<file path="config.mk">
export PLATFORM = sky130hd
export DESIGN_NAME = rcswitch_rx
export DESIGN_NICKNAME = d
export VERILOG_FILES = /design/src/rtl/rcswitch_pkg.sv /design/src/rtl/rcswitch_rx_tick.sv /design/src/rtl/rcswitch_rx.sv
export SDC_FILE = /design/constraint.sdc
export NUM_CORES = 1
export LEC_CHECK = 0
export CAP_MARGIN = 20
export CORE_ASPECT_RATIO = 1.75
export CORE_MARGIN = 8
export CORE_UTILIZATION = 40
export CTS_BUF_LIST = sky130_fd_sc_hd__clkbuf_4
export CTS_CLUSTER_SIZE = 20
export DETAILED_ROUTE_END_ITERATION = 8
export SYNTH_ARGS = -nofsm -noshare
export SYNTH_HDL_FRONTEND = slang
export SYNTH_SLANG_ARGS = --single-unit
</file>
<file path="constraint.sdc">
create_clock -name clk_i -period 3.4 [get_ports clk_i]
set_input_delay 0.51 -clock clk_i [delete_from_list [all_inputs] [get_ports clk_i]]
set_output_delay 0.51 -clock clk_i [all_outputs]
set_load 0.02 [all_outputs]
</file>
<file path="src/rtl/rcswitch_pkg.sv">
// -----------------------------------------------------------------------------
// rcswitch_pkg
//   Shared types, constants and the pulse classifier for the RC-switch
//   "protocol 1" receiver.
//   - rx_state_e  : receiver state (IDLE waiting for sync, HIGH / LOW phase
//                   of a data bit).
//   - pulse_cls_e : classification of a measured phase length.
//   - Pulse-count constants are multiples of the nominal pulse length T.
// -----------------------------------------------------------------------------
package rcswitch_pkg;

  // Width of the phase-duration counter (saturates at 2**DUR_W-1 ticks).
  localparam int unsigned DUR_W               = 10;

  // Protocol-1 timing, in units of T.
  localparam int unsigned SYNC_LOW_PULSES     = 31;  // nominal sync low
  localparam int unsigned SYNC_MIN_PULSES     = 28;  // shortest low accepted as sync
  localparam int unsigned LONG_PULSES         = 3;   // long pulse = 3T
  localparam int unsigned LAST_TIMEOUT_PULSES = 4;   // last bit decided after 4T low

  typedef enum logic [1:0] {
    IDLE,
    HIGH,
    LOW
  } rx_state_e;

  typedef enum logic [1:0] {
    SHORT,
    LONG,
    BAD
  } pulse_cls_e;

  // Short = T +/- tol, long = 3T +/- tol, everything else (including glitches
  // shorter than the short window) is BAD. The lower bounds are written as
  // d + tol >= x so nothing underflows when tol > x.
  function automatic pulse_cls_e classify_pulse(input logic [DUR_W-1:0] dur,
                                                input int unsigned      pulse_ticks,
                                                input int unsigned      tol);
    int unsigned d;
    int unsigned long_nom;
    d        = 32'(dur);
    long_nom = LONG_PULSES * pulse_ticks;
    if ((d + tol >= pulse_ticks) && (d <= pulse_ticks + tol)) return SHORT;
    if ((d + tol >= long_nom) && (d <= long_nom + tol))       return LONG;
    return BAD;
  endfunction

endpackage

</file>
<file path="src/rtl/rcswitch_rx_tick.sv">
// -----------------------------------------------------------------------------
// rcswitch_rx_tick
//   Free-running sample-tick generator. tick_o is a one-cycle enable every
//   TICK_DIV clk_i cycles; it is never used as a clock.
//   Ports:
//     clk_i  : system clock
//     rst_i  : synchronous active-high reset (restarts the divider)
//     tick_o : one-cycle tick strobe
// -----------------------------------------------------------------------------
module rcswitch_rx_tick #(
  parameter int unsigned TICK_DIV = 1750
) (
  input  logic clk_i,
  input  logic rst_i,
  output logic tick_o
);

  localparam int unsigned CNT_W = (TICK_DIV > 1) ? $clog2(TICK_DIV) : 1;

  logic [CNT_W-1:0] cnt_q, cnt_d;
  logic             tick_q, tick_d;

  always_comb begin
    cnt_d  = cnt_q + CNT_W'(1);
    tick_d = 1'b0;
    if (cnt_q == CNT_W'(TICK_DIV - 1)) begin
      cnt_d  = '0;
      tick_d = 1'b1;
    end
  end

  // NOTE: flops are written with non-blocking assignments so every register
  // samples the values that existed before the clock edge.
  always_ff @(posedge clk_i) begin
    if (rst_i) begin
      cnt_q  <= '0;
      tick_q <= 1'b0;
    end else begin
      cnt_q  <= cnt_d;
      tick_q <= tick_d;
    end
  end

  assign tick_o = tick_q;

endmodule

</file>
<file path="src/rtl/rcswitch_rx.sv">
// -----------------------------------------------------------------------------
// rcswitch_rx
//   Receiver/decoder for RC-switch protocol 1. The raw demodulated RF level is
//   synchronised, its high/low phase lengths are measured in sample ticks and
//   classified as short (1T) or long (3T). A sync low arms the receiver, then
//   NBITS data bits are shifted in MSB first:
//     short high + long low  -> 0
//     long high  + short low -> 1
//   The final bit is decided by its high phase alone, either on the next
//   rising edge or after 4T of low, so the trailing gap of one frame can serve
//   as the sync of the next one.
//
//   Ports:
//     clk_i   : system clock
//     rst_i   : synchronous active-high reset
//     in_i    : raw RF data, asynchronous to clk_i
//     data_o  : last decoded frame, MSB = first bit received
//     valid_o : one-cycle strobe, data_o updated this cycle
//     err_o   : one-cycle strobe, frame aborted on a bad pulse
//
//   Optional feature (macro RCSWITCH_RX_REPEAT_FILTER_EN):
//     a decoded frame is only published when it equals the previous complete
//     frame and that frame ended at most 2*(sync+frame) ticks earlier. The
//     first copy is held internally; aborts clear the held copy.
// -----------------------------------------------------------------------------
module rcswitch_rx
  import rcswitch_pkg::*;
#(
  parameter int unsigned TICK_DIV    = 1750,
  parameter int unsigned PULSE_TICKS = 10,
  parameter int unsigned TOL         = 3,
  parameter int unsigned NBITS       = 24
) (
  input  logic             clk_i,
  input  logic             rst_i,
  input  logic             in_i,
  output logic [NBITS-1:0] data_o,
  output logic             valid_o,
  output logic             err_o
);

  localparam int unsigned BCW = (NBITS > 1) ? $clog2(NBITS) : 1;

  localparam logic [DUR_W-1:0] DUR_MAX   = '1;
  localparam logic [DUR_W-1:0] SHORT_MIN = DUR_W'(PULSE_TICKS - TOL);
  localparam logic [DUR_W-1:0] LONG_MAX  = DUR_W'(LONG_PULSES * PULSE_TICKS + TOL);
  localparam logic [DUR_W-1:0] SYNC_MIN  = DUR_W'(SYNC_MIN_PULSES * PULSE_TICKS);
  localparam logic [DUR_W-1:0] LAST_TO   = DUR_W'(LAST_TIMEOUT_PULSES * PULSE_TICKS);
  localparam logic [BCW-1:0]   LAST_BIT  = BCW'(NBITS - 1);

  // ---------------------------------------------------------------------------
  // Sample tick
  // ---------------------------------------------------------------------------
  logic tick;

  rcswitch_rx_tick #(
    .TICK_DIV (TICK_DIV)
  ) u_tick (
    .clk_i  (clk_i),
    .rst_i  (rst_i),
    .tick_o (tick)
  );

  // ---------------------------------------------------------------------------
  // State
  // ---------------------------------------------------------------------------
  logic             in_s1_q, in_s2_q, in_d_q;   // 2-flop synchroniser + edge delay
  rx_state_e        state_q, state_d;
  logic [DUR_W-1:0] dur_q, dur_d;
  pulse_cls_e       hcls_q, hcls_d;
  logic [NBITS-1:0] sr_q, sr_d;
  logic [BCW-1:0]   bit_cnt_q, bit_cnt_d;
  logic [NBITS-1:0] data_q, data_d;
  logic             valid_q, valid_d;
  logic             err_q, err_d;

  logic             rise, fall;
  pulse_cls_e       cls_now;
  logic             last_bit;
  logic             abort;
  logic             frame_done;
  logic [NBITS-1:0] frame_word;
  logic             publish;

  assign rise     = in_s2_q & ~in_d_q;
  assign fall     = ~in_s2_q & in_d_q;
  assign cls_now  = classify_pulse(dur_q, PULSE_TICKS, TOL);
  assign last_bit = (bit_cnt_q == LAST_BIT);

`ifdef RCSWITCH_RX_REPEAT_FILTER_EN
  // Window from the end of the held frame to the end of its repeat.
  localparam int unsigned REPEAT_WINDOW =
    2 * ((SYNC_LOW_PULSES + 1) + NBITS * (LONG_PULSES + 1)) * PULSE_TICKS;
  localparam int unsigned AGE_W = $clog2(REPEAT_WINDOW + 2);
  localparam logic [AGE_W-1:0] AGE_LIMIT = AGE_W'(REPEAT_WINDOW);

  logic [NBITS-1:0] held_q, held_d;
  logic             held_vld_q, held_vld_d;
  logic [AGE_W-1:0] age_q, age_d;
`endif

  // ---------------------------------------------------------------------------
  // Phase-duration counter: restarts on every edge, counts ticks, saturates.
  // ---------------------------------------------------------------------------
  always_comb begin
    dur_d = dur_q;
    if (rise || fall) begin
      dur_d = '0;
    end else if (tick && (dur_q != DUR_MAX)) begin
      dur_d = dur_q + DUR_W'(1);
    end
  end

  // ---------------------------------------------------------------------------
  // Frame FSM
  // ---------------------------------------------------------------------------
  // NOTE: every signal driven here gets a default first, so no path through
  // the case statement can leave a value unassigned and infer a latch.
  always_comb begin
    state_d    = state_q;
    hcls_d     = hcls_q;
    sr_d       = sr_q;
    bit_cnt_d  = bit_cnt_q;
    abort      = 1'b0;
    frame_done = 1'b0;
    // The last bit depends only on the class of its high phase.
    frame_word = {sr_q[NBITS-2:0], (hcls_q == LONG)};

    unique case (state_q)
      IDLE: begin
        // Edges here only restart gap measurement; a rising edge after a
        // long enough low starts a frame.
        if (rise && (dur_q >= SYNC_MIN)) begin
          state_d   = HIGH;
          bit_cnt_d = '0;
          sr_d      = '0;
        end
      end

      HIGH: begin
        if (fall) begin
          if (cls_now == BAD) begin
            abort = 1'b1;
          end else begin
            hcls_d  = cls_now;
            state_d = LOW;
          end
        end else if (dur_q > LONG_MAX) begin
          abort = 1'b1;
        end
      end

      LOW: begin
        if (last_bit) begin
          if (rise) begin
            if (dur_q >= SHORT_MIN) frame_done = 1'b1;
            else                    abort      = 1'b1;
          end else if (dur_q >= LAST_TO) begin
            frame_done = 1'b1;
          end
        end else begin
          if (rise) begin
            if ((hcls_q == SHORT) && (cls_now == LONG)) begin
              sr_d      = {sr_q[NBITS-2:0], 1'b0};
              bit_cnt_d = bit_cnt_q + BCW'(1);
              state_d   = HIGH;
            end else if ((hcls_q == LONG) && (cls_now == SHORT)) begin
              sr_d      = {sr_q[NBITS-2:0], 1'b1};
              bit_cnt_d = bit_cnt_q + BCW'(1);
              state_d   = HIGH;
            end else begin
              abort = 1'b1;
            end
          end else if (dur_q > LONG_MAX) begin
            abort = 1'b1;
          end
        end
      end

      default: state_d = IDLE;
    endcase

    if (frame_done || abort) begin
      state_d   = IDLE;
      sr_d      = '0;
      bit_cnt_d = '0;
    end
  end

  // ---------------------------------------------------------------------------
  // Output / repeat-filter logic
  // ---------------------------------------------------------------------------
  always_comb begin
`ifdef RCSWITCH_RX_REPEAT_FILTER_EN
    held_d     = held_q;
    held_vld_d = held_vld_q;
    age_d      = age_q;
    if (tick && (age_q != '1)) age_d = age_q + AGE_W'(1);
    publish = 1'b0;
    if (frame_done) begin
      publish    = held_vld_q && (frame_word == held_q) && (age_q <= AGE_LIMIT);
      held_d     = frame_word;
      held_vld_d = 1'b1;
      age_d      = '0;
    end
    if (abort) held_vld_d = 1'b0;
`else
    publish = frame_done;
`endif
    data_d  = publish ? frame_word : data_q;
    valid_d = publish;
    err_d   = abort;
  end

  // ---------------------------------------------------------------------------
  // Registers
  // ---------------------------------------------------------------------------
  always_ff @(posedge clk_i) begin
    if (rst_i) begin
      in_s1_q   <= 1'b0;
      in_s2_q   <= 1'b0;
      in_d_q    <= 1'b0;
      state_q   <= IDLE;
      dur_q     <= '0;
      hcls_q    <= SHORT;
      sr_q      <= '0;
      bit_cnt_q <= '0;
      data_q    <= '0;
      valid_q   <= 1'b0;
      err_q     <= 1'b0;
`ifdef RCSWITCH_RX_REPEAT_FILTER_EN
      held_q     <= '0;
      held_vld_q <= 1'b0;
      age_q      <= '0;
`endif
    end else begin
      in_s1_q   <= in_i;
      in_s2_q   <= in_s1_q;
      in_d_q    <= in_s2_q;
      state_q   <= state_d;
      dur_q     <= dur_d;
      hcls_q    <= hcls_d;
      sr_q      <= sr_d;
      bit_cnt_q <= bit_cnt_d;
      data_q    <= data_d;
      valid_q   <= valid_d;
      err_q     <= err_d;
`ifdef RCSWITCH_RX_REPEAT_FILTER_EN
      held_q     <= held_d;
      held_vld_q <= held_vld_d;
      age_q      <= age_d;
`endif
    end
  end

  assign data_o  = data_q;
  assign valid_o = valid_q;
  assign err_o   = err_q;

endmodule

</file>
Word-level counts from Yosys, hierarchy flattened
Index checks and enable logic that the tools add are counted.
{"block": "word_totals", "reg_bits": 83, "input_bits": 3, "output_inout_bits": 26, "word_cells": 105}
{"block": "op_classes", "n_addsub": 4, "order_cmp": 8, "n_eq_ne": 14, "muxes": 43, "bitwise_logic": 5, "n_reduce_logical": 18}
{"cell": "$mux W23", "n": 5}
{"cell": "$pmux W23 S2", "n": 1}
{"cell": "$ge A32 B4 Y1 const B", "n": 1}
{"cell": "$mux W5", "n": 5}
{"cell": "$mux W2", "n": 11}
{"cell": "$mux W1", "n": 18}
{"cell": "$add A10 B2 Y11 const B", "n": 1}
{"cell": "$add A11 B1 Y11 const B", "n": 1}
{"cell": "$eq A11 B11 Y1 const B", "n": 1}
{"cell": "$ge A11 B5 Y1 const B", "n": 1}
{"cell": "$add A10 B1 Y10 const B", "n": 1}
{"cell": "$ge A10 B3 Y1 const B", "n": 1}
{"cell": "$ge A10 B6 Y1 const B", "n": 1}
{"cell": "$ge A10 B9 Y1 const B", "n": 1}
{"cell": "$gt A10 B6 Y1 const B", "n": 1}
{"cell": "$le A10 B4 Y1 const B", "n": 1}
{"cell": "$le A10 B6 Y1 const B", "n": 1}
{"cell": "$ne A10 B10 Y1 const B", "n": 1}
{"cell": "$ne A2 B2 Y1 const B", "n": 5}
{"cell": "$pmux W5 S2", "n": 1}
{"cell": "$eq A2 B1 Y1 const B", "n": 3}
{"cell": "$logic_and A1 B1 Y1", "n": 6}
{"cell": "$logic_not A2 Y1", "n": 3}
{"cell": "$pmux W2 S3", "n": 1}
{"cell": "13 further kinds", "n": 20}

Logic depth before layout (Yosys ltp)
{"block": "logic_depth", "depth_word": 16, "ltp_mapped": 11, "ltp_nobuf": 9}

By module
Synthesis repeated with hierarchy kept, for this count alone.
{"block": "unflattened", "hier_cells": 443, "hier_area_um2": 3878.7}
{"mod": "rcswitch_rx", "instances": 1, "cells_each": 385, "area_each_um2": 3339.5, "seq_area_each_um2": 1421.4}
{"mod": "rcswitch_rx_tick", "instances": 1, "cells_each": 58, "area_each_um2": 539.3, "seq_area_each_um2": 240.2}

Worst setup path after synthesis
OpenSTA, ideal clock, no wires.
{"block": "synth_timing", "path_kind": "register -> register", "from": "register dur_q[0]", "to": "register bit_cnt_q[4]", "setup_time_ns": 0.074, "arrival_ns": 2.792, "t_required_ns": 3.326, "slack_ns": 0.534, "path_stages_with_launch": 11, "path_buffers": 1, "synth_period_minus_slack_ns": 2.866, "path_cell_list": "dfxtp_1 > inv_1 > ha_1 > and3b_4 > a21oi_1 > o221a_4 > a2111oi_4 > a311oi_1 > or4_4 > buf_6 > a31oi_2"}
{"block": "synth_via", "elab_chain_len": 16, "elab_cells_between_ends": 47, "classes_between": "1 x add/sub; 8 x order compare; 4 x eq/ne; 25 x mux; 9 x reduce/logical"}
{"element": "start: declaration", "line_no": "rcswitch_rx.sv:69", "source": "logic [DUR_W-1:0] dur_q, dur_d;"}
{"element": "start signal: assignment", "line_no": "rcswitch_rx.sv:241", "source": "dur_q <= dur_d;"}
{"element": "$add A10 B2 Y11", "line_no": "rcswitch_pkg.sv:43, rcswitch_pkg.sv:44"}
{"element": "$ge A11 B5 Y1", "line_no": "rcswitch_pkg.sv:44", "source": "if ((d + tol >= long_nom) && (d <= long_nom + tol)) return LONG;"}
{"element": "$logic_and A1 B1 Y1", "line_no": "rcswitch_pkg.sv:44"}
{"element": "$mux W1 (2 in a row)", "line_no": "rcswitch_pkg.sv:44"}
{"element": "$mux W2", "line_no": "rcswitch_pkg.sv:45", "source": "return BAD;"}
{"element": "$mux W2", "line_no": "rcswitch_pkg.sv:44"}
{"element": "$logic_not A2 Y1", "line_no": "rcswitch_rx.sv:167", "source": "end else if ((hcls_q == LONG) && (cls_now == SHORT)) begin"}
{"element": "$logic_and A1 B1 Y1", "line_no": "rcswitch_rx.sv:167"}
{"element": "$mux W1", "line_no": "rcswitch_rx.sv:167"}
{"element": "$mux W1", "line_no": "rcswitch_rx.sv:163", "source": "if ((hcls_q == SHORT) && (cls_now == LONG)) begin"}
{"element": "$mux W1", "line_no": "rcswitch_rx.sv:162", "source": "if (rise) begin"}
{"element": "$mux W1", "line_no": "rcswitch_rx.sv:154", "source": "if (last_bit) begin"}
{"element": "$pmux W1 S2", "line_no": "rcswitch_rx.sv:129", "source": "unique case (state_q)"}
{"element": "$logic_or A1 B1 Y1", "line_no": "rcswitch_rx.sv:183", "source": "if (frame_done || abort) begin"}
{"element": "$reduce_or A2 Y1 (no source line)"}
{"element": "end signal: assignment", "line_no": "rcswitch_rx.sv:244", "source": "bit_cnt_q <= bit_cnt_d;"}
{"element": "end: declaration", "line_no": "rcswitch_rx.sv:72", "source": "logic [BCW-1:0] bit_cnt_q, bit_cnt_d;"}
Parallel ways exist; a longest one is shown, timed or not. The select of a mux whose other input is x is not followed.
A chain may end at the register's enable or synchronous reset.

Worst setup path after layout
{"block": "layout_timing", "from": "register dur_q[1]", "to": "register state_q[0]"}
{"block": "layout_via", "elab_chain_len": 16, "elab_cells_between_ends": 48, "classes_between": "1 x add/sub; 8 x order compare; 5 x eq/ne; 25 x mux; 9 x reduce/logical"}
{"element": "$add A10 B2 Y11", "line_no": "rcswitch_pkg.sv:43, rcswitch_pkg.sv:44"}
{"element": "$ge A11 B5 Y1", "line_no": "rcswitch_pkg.sv:44"}
{"element": "$logic_and A1 B1 Y1", "line_no": "rcswitch_pkg.sv:44"}
{"element": "$mux W1 (2 in a row)", "line_no": "rcswitch_pkg.sv:44"}
{"element": "$mux W2", "line_no": "rcswitch_pkg.sv:45"}
{"element": "$mux W2", "line_no": "rcswitch_pkg.sv:44"}
{"element": "$logic_not A2 Y1", "line_no": "rcswitch_rx.sv:167"}
{"element": "$logic_and A1 B1 Y1", "line_no": "rcswitch_rx.sv:167"}
{"element": "$mux W1", "line_no": "rcswitch_rx.sv:167"}
{"element": "$mux W1", "line_no": "rcswitch_rx.sv:163"}
{"element": "$mux W1", "line_no": "rcswitch_rx.sv:162"}
{"element": "$mux W1", "line_no": "rcswitch_rx.sv:154"}
{"element": "$pmux W1 S2", "line_no": "rcswitch_rx.sv:129"}
{"element": "$logic_or A1 B1 Y1", "line_no": "rcswitch_rx.sv:183"}
{"element": "$reduce_or A2 Y1 (no source line)"}
{"element": "end signal: assignment", "line_no": "rcswitch_rx.sv:240", "source": "state_q <= state_d;"}
{"element": "end: declaration", "line_no": "rcswitch_rx.sv:68", "source": "rx_state_e state_q, state_d;"}
Parallel ways exist; a longest one is shown, timed or not. The select of a mux whose other input is x is not followed.

==> impl_metrics.toml <==
[outcome]
outcome = "completed"

[timing]
timing.setup.tns_ns = 0
fin_crit_sh_pct = 93.10
finClkSkew_ns = 0.01235
fin_crit_ns = 3.165
tightestPinTransition_ns = 0.8028
setup_viol = 0
relSlewSlack_pct = 46.35
fmax_mhz = 315.9
hold_viol = 0
finalMaxSlewViolations = 0
rsz0062_at_grt = "no"

[synthesis]
synth_edf_count = 0
synthAdderAreaFrac_pct = 4.805
netlist_area_um2 = 3906
synth_cell_types = 58
synth_top_area_share_pct = 42.54
yosysSeqAreaShare_pct = 42.54
syn_nets = 449
synth_ff_type = "dfxtp_1"
ys_ff_latch = 83
ys_warn_count = 0
synth_simple_gate_area_share_pct = 21.11
muxShareOfSynthArea_pct = 7.175
yosys.area.top_type = "dfxtp_1"
synthXorXnorAreaFrac_pct = 4.260
synth_top_family_by_area = "simple AND/OR/NAND/NOR gates"
syn_avg_cell_area_um2 = 9.063
ys_top_cells_by_area = "dfxtp_1 (43%), mux2i_1 (7.2%), nor2_1 (5.6%), ha_1 (4.8%), nand3_1 (4.5%)"
synthArstFlopShare_pct = 0
postSynthCellCount = 431
synth_compound_area_share_pct = 15.09

[route]
drtIter0Drc = 139
drc = 0
ant_nets = 0
viasPerCell = 5.277
dr.pass1.iters = 4
routedLengthMet1_um = 3513
routed-wl-met2_um = 4501
dr_wl_met3_um = 282
drt-total-wl_um = 8409
routed.top_layer = "met4"
wl_per_cell_um = 14.55
vias = 3050

[power_and_ir_drop]
switching_share_pct = 24.08
combPwrFrac_pct = 2.1
p_int_w = 0.001218
switchingPower_w = 0.0003862
power-per-cell-area_nw_per_um2 = 366.0
peakVddDrop_mv = 0.3166
pwr-share-clk_pct = 36.8
seq_power_share_pct = 61.2
power_leakage_nw = 1.697

[worst_setup_path]
crit_start = "dur_q[1]"
crit_type = "flop to flop"
crit_path_end_kind = "flop"
crit_fanout = 30
cp-start-kind = "flop"
reg2reg_from = "dur_q[1]"
arrival_ns = 3.52
required_ns = 3.75

[floorplan]
io_pins = 29
dieWidth_um = 90.70
die_area_um2 = 13310
design.core.area_um2 = 9669
rows = 48
floorplan.initialDensity_pct = 40.40
die_height_um = 146.7

[finish]
fin_nets = 465
mostFrequentLayoutCells = "dfxtp_1 (82), nor2_1 (58), nand3_1 (34)"
drive_above_1_share_pct = 9.513
area_growth_pct = 12.17
final_common_cell = "dfxtp_1"
layout.cells.non_filler = 578

[place]
port_buffers = 28
post-dp-hpwl_um = 5877
gp_congestion = 0.8468
numPlacedInstances = 561

[clock_tree]
cts.htree.levels = 3
root_buffer = "clkbuf_4"
clk_pin_slew_ns = 0.14
cts_tree = "built"
clock-sinks = 83
insertion_delay_ns = 0.43
cts_inserted_buffers = 9
postCtsHoldBufs = 0
clockBufferDepth = 2

[grt]
grt_usage_pct = 12.98
grt_max_degree = 35
grt-ovfl-total = 0
grt_pass1_wl_um = 14280
antenna_found_initial = 1
grt_pass1_vias = 2902

[worst_hold_path]
hp-start = "in_s1_q"
hold_class = "flop to flop"

[job]
cap_violations = 0
power by group through the flow:
stage	Combinational [W]	Clock, W	Sequential (W)
after floorplan	0.0000281	0	0.00100
after global placement	0.0000336	0	0.00100
after detailed placement	0.0000343	0	0.00100
after CTS	0.0000343	0.000618	0.000981
after global routing	0.0000377	0.000653	0.000983
final	0.0000333	0.000590	0.000981
registers in the layout, summed over array words and instances, names as in the netlist:
name,cells
u_tick.cnt_q,11
bit_cnt_q,5
in_s2_q,1
dur_q,10
state_q,2
in_d_q,1
in_s1_q,1
valid_o,1
u_tick.tick_o,1
hcls_q,2
err_o,1
sr_q,23
data_o,24
Yosys cell counts (5+ instances only):
library cell	number
dfxtp_1	83
o21ai_0	31
nand3_1	35
mux2i_1	28
xor2_1	11
a21oi_1	26
inv_1	12
a21oi_2	7
clkbuf_1	14
nor2_1	58
xnor2_1	8
nand4_1	5
buf_2	7
nand2_1	14
and3_1	6
ha_1	15
layout make-up:
type	count	area, µm²
antenna	1	2.502
clock buffer	9	67.56
clock inverter	7	76.32
fill	959	5288
inverter	12	45.04
multi-input combinational	308	2053
sequential	83	1663
tap	125	156.4
timing repair buffer	33	317.8
per-layer routing:
| layer | vias up | track usage (%) |
|---|---|---|
| met2 | 53 | 23.88 |
| met1 | 1454 | 13.78 |
| met5 | - | 0 |
| li1 | 1538 | - |
| met4 | 0 | 5.448 |
| met3 | 5 | 2.759 |
metrics by stage:
| step | utilization (%) | power [W] | worst slack (ns) | cell area, µm² | hold slack [ns] |
|---|---|---|---|---|---|
| 5_1_grt | 45.32 | 0.001674 | 0.02692 | 4382 | 0.4618 |
| 2_1_floorplan | - | 0.001029 | 0.5342 | 3906 | 0.4138 |
| 3_5_place_dp | 43.79 | 0.001037 | 0.2490 | 4234 | 0.4417 |
| 4_1_cts | 45.28 | 0.001634 | 0.2140 | 4378 | 0.4597 |
| 6_report | 45.32 | 0.001604 | 0.2346 | 4382 | 0.4545 |
| 3_3_place_gp | 43.79 | 0.001036 | 0.3079 | 4234 | 0.4492 |
final timing paths:
kind / end / slack, ns / cells past startpoint
worst max-delay path: state_q[0] / 0.23 / 9
worst min-delay path: in_s2_q / 0.45 / 1
worst max register to register: state_q[0] / 0.23 / 9
worst min register to register: in_s2_q / 0.45 / 1
critical path, stage by stage (launching register included):
cell       delay [ns]
dfxtp_1          0.51
inv_1            0.13
ha_1             0.24
and3b_4          0.33
a21oi_1          0.08
o221a_4          0.31
a2111oi_4        0.44
a311oi_1         0.11
or4_4            0.71
a21oi_1          0.22
what timing repair did:
item	CTS	global route
buffers inserted	0	0
gates resized for setup	0	1
setup endpoints to repair	0	6
cell families after synthesis:
logic type | after synthesis
AOI/OAI and AO/OA | 87
xor gates and xnor gates | 19
adders and majority gates | 15
buffers and inverters | 40
DFF | 83
muxes | 28
and+or+nand+nor | 159
Power figures use the tool's default switching activity.
